## src/rtl/instr_fetch.sv

```systemverilog
// instr_fetch: KGP-RISC fetch stage between the pc register and decode.
// Define FETCH_ALIGN_CHECK_EN to trap misaligned PCs in ERR instead of word-aligning them.
module instr_fetch #(
   parameter int ADDR_W = 32,
   parameter int DATA_W = 32
) (
   input  logic              clk,
   input  logic              rst,
   input  logic [ADDR_W-1:0] pc_in,
   output logic              pc_en,
   input  logic              redirect,
   output logic              imem_req,
   output logic [ADDR_W-1:0] imem_addr,
   input  logic              imem_ack,
   input  logic [DATA_W-1:0] imem_rdata,
   output logic [DATA_W-1:0] instr,
   output logic [ADDR_W-1:0] instr_pc,
   output logic              instr_valid,
   input  logic              instr_ready,
   output logic              fetch_err
);
`ifdef FETCH_ALIGN_CHECK_EN
   typedef enum logic [2:0] {IDLE, ISSUE, WAIT, DRAIN, HOLD, ERR} state_t;
`else
   typedef enum logic [2:0] {IDLE, ISSUE, WAIT, DRAIN, HOLD} state_t;
`endif
   state_t state, nxt;
   logic [ADDR_W-1:0] req_pc;
   logic capture;
   assign imem_req = state == WAIT || state == DRAIN;
   assign instr_valid = state == HOLD;
   assign capture = state == WAIT && imem_ack && !redirect;
   assign pc_en = capture;
`ifdef FETCH_ALIGN_CHECK_EN
   assign imem_addr = req_pc;
   assign fetch_err = state == ERR;
`else
   assign imem_addr = {req_pc[ADDR_W-1:2], 2'b00};
   assign fetch_err = 1'b0;
`endif
   // a redirect in ISSUE means pc_in is still the old value, so sampling waits a cycle
   always_comb begin
      nxt = state;
      case (state)
         IDLE:  nxt = ISSUE;
`ifdef FETCH_ALIGN_CHECK_EN
         ISSUE: nxt = redirect ? ISSUE : (|pc_in[1:0]) ? ERR : WAIT;
         ERR:   nxt = redirect ? ISSUE : ERR;
`else
         ISSUE: nxt = redirect ? ISSUE : WAIT;
`endif
         WAIT:  nxt = imem_ack ? (redirect ? ISSUE : HOLD) : (redirect ? DRAIN : WAIT);
         DRAIN: nxt = imem_ack ? ISSUE : DRAIN;
         HOLD:  nxt = (instr_ready || redirect) ? ISSUE : HOLD;
         default: nxt = IDLE;
      endcase
   end
   always_ff @(posedge clk or posedge rst) begin
      if (rst) begin
         state    <= IDLE;
         req_pc   <= '0;
         instr    <= '0;
         instr_pc <= '0;
      end else begin
         state <= nxt;
         if (state == ISSUE && !redirect) req_pc <= pc_in;
         if (capture) begin
            instr    <= imem_rdata;
            instr_pc <= req_pc;
         end
      end
   end
endmodule

```

## config.mk

```make
export PLATFORM = sky130hd
export DESIGN_NAME = instr_fetch
export DESIGN_NICKNAME = d
export VERILOG_FILES = /design/src/rtl/instr_fetch.sv
export SDC_FILE = /design/constraint.sdc
export NUM_CORES = 1
export LEC_CHECK = 0
export ABC_AREA = 1
export BUFFER_PORTS_ARGS = -buffer_cell sky130_fd_sc_hd__buf_2
export CAP_MARGIN = 0
export CORE_MARGIN = 10
export CORE_UTILIZATION = 39
export DETAILED_ROUTE_END_ITERATION = 12
export PLACE_DENSITY = 0.69
export SYNTH_ARGS = -nofsm -noshare
export SYNTH_HDL_FRONTEND = slang
export SYNTH_SLANG_ARGS = --single-unit
```

## constraint.sdc

```tcl
create_clock -name clk -period 7.35 [get_ports clk]
set_input_delay 0.735 -clock clk [delete_from_list [all_inputs] [get_ports clk]]
set_output_delay 0.735 -clock clk [all_outputs]
set_load 0.01 [all_outputs]
```

# Word-level counts from Yosys, hierarchy flattened
# Cells that the tools add are included.
dict set report classes {
  n_eq_ne 4
  muxes 7
  n_reduce_logical 7
}
# cell n
set op_table {}
lappend op_table {{$pmux W3 S5} 1}
lappend op_table {{$mux W3} 3}
lappend op_table {{$eq A3 B2 Y1 const B} 2}
lappend op_table {{$mux W2} 2}
lappend op_table {{$eq A3 B1 Y1 const B} 1}
lappend op_table {{$eq A3 B3 Y1 const B} 1}
lappend op_table {{$logic_and A1 B1 Y1} 3}
lappend op_table {{$logic_not A3 Y1} 1}
lappend op_table {{$logic_or A1 B1 Y1} 2}
lappend op_table {{$logic_not A1 Y1} 1}
lappend op_table {{$mux W1} 1}
dict set report totals {
  reg_bits 99
  inputBits 69
  out_inout_bits 100
  elab_cells 22
}

# Logic depth before layout (Yosys ltp)
dict set report depth {
  ltp_word 3
  depth_mapped 7
  depth_no_buf 5
}

# Least setup slack after synthesis
# No wires, ideal clock.
dict set report synth_path {
  kind {input to output}
  from {in imem_ack}
  to {out pc_en}
  t_arrival_ns 1.350
  required_ns 6.615
  slack_ns 5.265
  path_stages 6
  n_path_buf 2
  cell_sequence {inv_1 > nor2_1 > nand3_1 > buf_4 > buf_6 > inv_1}
}
dict set report synth_between {
  elab_chain_len 2
}
# item line
set synth_rtl {}
lappend synth_rtl {{start, declared} 14} ;# input logic imem_ack,
lappend synth_rtl {{$logic_and A1 B1 Y1 (2 in a row)} 32} ;# assign capture = state == WAIT && imem_ack && !redirect;
lappend synth_rtl {{end, declared} 10} ;# output logic pc_en,
# No other way between the ends.

# Worst setup path after layout
# Same ends and word-level chain as after synthesis.

==> flow_metrics.env <==
export IMPL_status="completed"
export IMPL_clk_latency_ns=0.35
export IMPL_synth_adder_area_share_pct=0
export IMPL_clk_pin_slew_ns=0.08
export IMPL_grt_setup_unrepaired="false"
export IMPL_path_delay_family="buffers and inverters"
export IMPL_drtPass1Iterations=4
export IMPL_synth_cell_types=17
export IMPL_path_buf_inv=5
export IMPL_timing_fmax_mhz=398
export IMPL_clk_path_buf_depth=2
export IMPL_report_final_slew_viol_count=0
export IMPL_overflow=0
export IMPL_layout_common_cells="nand2_1 (165), buf_2 (165), dfrtp_1 (99)"
export IMPL_core_area_sq_mm=0.0104
export IMPL_clockRootBuffer="clkbuf_8"
export IMPL_cts_tree="yes"
export IMPL_finalCritPeriodShare_pct=34.2
export IMPL_arrival_ns=1.78
export IMPL_grt_pass1_wl_um=16400
export IMPL_netSwitchingPower_w=0.000774
export IMPL_seqPwrFrac_pct=45.7
export IMPL_synth_area_mux_share_pct=0
export IMPL_max_cap_viol_count=0
export IMPL_synthCells=473
export IMPL_fin_setup_tns_ns=0
export IMPL_combPwrFrac_pct=36.1
export IMPL_synth_top_family_by_area="simple AND/OR/NAND/NOR gates"
export IMPL_ctsHoldBuffers=0
export IMPL_drive_above_1_share_pct=31.8
export IMPL_required_ns=6.61
export IMPL_irDropWorstVdd_mv=0.138
export IMPL_synth_area_per_cell_sq_um=8.91
export IMPL_diodes=0
export IMPL_endpoint_kind="primary output"
export IMPL_skew_ns=0.00792
export IMPL_pwr_density_cell_mw_per_mm2=403
export IMPL_die_w_um=124
export IMPL_grt_pass1_vias=3274
export IMPL_total_leakage_power_nw=3.02
export IMPL_r2r_setup_slack_ns=5.64
export IMPL_ios=169
export IMPL_drt_iter0_drc=148
export IMPL_io_buffer_count=165
export IMPL_cts_buffers_inserted=9
export IMPL_vias_per_cell=4.55
export IMPL_power_share_clock_pct=18.2
export IMPL_synth_compound_area_share_pct=4.16
export IMPL_start_util_pct=40.4
export IMPL_worstPathCellList="buf_2, inv_1, nor2_4, nand3_2, buf_4, inv_1, buf_2"
export IMPL_synthSimpleGateAreaFrac_pct=23.5
export IMPL_yosysWarnings=0
export IMPL_synth_xor_area_share_pct=0
export IMPL_fp_dieArea_sq_mm=0.0154
export IMPL_syn_area_sq_mm=0.00421
export IMPL_path_class="input pin to primary output"
export IMPL_postCtsSetupBuffers=0
export IMPL_ys_seq_elements=99
export IMPL_cts_htree_levels=3
export IMPL_final_hold_violation_count=0
export IMPL_dp_hpwl_um=7810
export IMPL_slew_headroom_pct=54.2
export IMPL_grt_max_degree=67
export IMPL_syn_to_final_growth_pct=20.3
export IMPL_layout_nets=665
export IMPL_gr_usage_all_layers_pct=13.4
export IMPL_worstMarginPinSlew_ns=0.687
export IMPL_period_needed_ns=2.52
export IMPL_ant_nets=0
export IMPL_synth_area_top_cells="dfrtp_1 (59%), nand2_1 (15%), nand3_1 (8.0%)"
export IMPL_antenna_found_initial=0
export IMPL_drc_errors=0
export IMPL_holdCritPathClass="input pin to asynchronous set/reset pin"
export IMPL_switching_share_pct=37.9
export IMPL_p_int_w=0.00127
export IMPL_clock_sinks=99
export IMPL_path_max_fanout=66
export IMPL_synth_top_area_share_pct=58.8
export IMPL_routabilityCongestion=0.806
export IMPL_post_cts_resized=0
export IMPL_setup_viol=0
export IMPL_die_h_um=124
export IMPL_critPathMaxStageDelay_ns=0.51
export IMPL_holdWs_ns=0.453
export IMPL_routed_wl_um=10900
export IMPL_vias=3347
export IMPL_synth_largest_area_cell="dfrtp_1"
export IMPL_num_rows=37
export IMPL_post_drt_wl_per_cell_um=14.8
export IMPL_start_kind="input pin"
export IMPL_fillers=1020
export IMPL_ys_seq_area_share_pct=58.8
export IMPL_cp_slowest_cell="buf_4"
synthesized netlist by cell type, drive strengths merged:
cell    number
nor2         5
dfrtp       99
inv         40
buf         59
or2          1
nand3       67
clkbuf       1
o21ai       34
a21oi        1
conb         1
nand2      165
state kept, by name, summed over array words and instances (netlist names):
signal    count
req_pc       32
instr        32
state         3
instr_pc     32
path summary, 6_finish.rpt:
kind                               to      start  depth (start not counted)
hold reg to reg             instr[30]  instr[30]                          2
max in group asynchronous  req_pc[20]        rst                          3
setup / recovery                pc_en   imem_ack                          7
hold / removal             req_pc[28]        rst                          2
min in group clk            instr[30]  instr[30]                          2
setup reg to reg            instr[10]   state[2]                          6
final cells by class:
type	count	area, sq um	area share, %
inverters	40	153	3.01
flip-flops and latches	99	2480	48.9
well taps	136	170	3.36
clock buffers	13	149	2.94
clock inverters	2	60.1	1.19
repair buffers	170	863	17.0
multi-input cells	276	1190	23.6
through the flow:
step	power (W)	cells	setup slack (ns)	instance area, sq um	utilization [%]
finish	0.00204	736	4.83	5070	48.6
global route	0.00221	736	4.74	5070	48.6
CTS	0.00208	736	4.81	5070	48.6
detailed placement	0.00171	721	4.80	4860	46.6
global placement	0.00167	721	4.80	4860	46.6
floorplan	0.00145	475	4.02	4220	-
logic make-up (layout without fill, tap and decap cells):
group                  after synthesis  count (layout)
and+or+nand+nor                    238             238
other                                1               3
AOI/OAI and AO/OA                   35              35
buffers and inverters              100             225
DFF                                 99              99
metal layers:
metal | vias up | GRT usage (%) | wire [um]
met1 | 1539 | 16.1 | 4380
met4 | 0 | 5.25 | 187
met2 | 115 | 22.1 | 5220
met5 | - | 0 | 0
li1 | 1677 | - | -
met3 | 16 | 4.21 | 1080
power groups by stage:
stage,Sequential [W],Clock [W],Combinational [W]
after floorplan,0.000994,0,0.000456
after global placement,0.000932,0,0.000740
after detailed placement,0.000944,0,0.000762
after CTS,0.000934,0.000384,0.000762
after global routing,0.000963,0.000407,0.000836
final,0.000934,0.000371,0.000738
No activity file was read; power rests on OpenSTA's default activity.
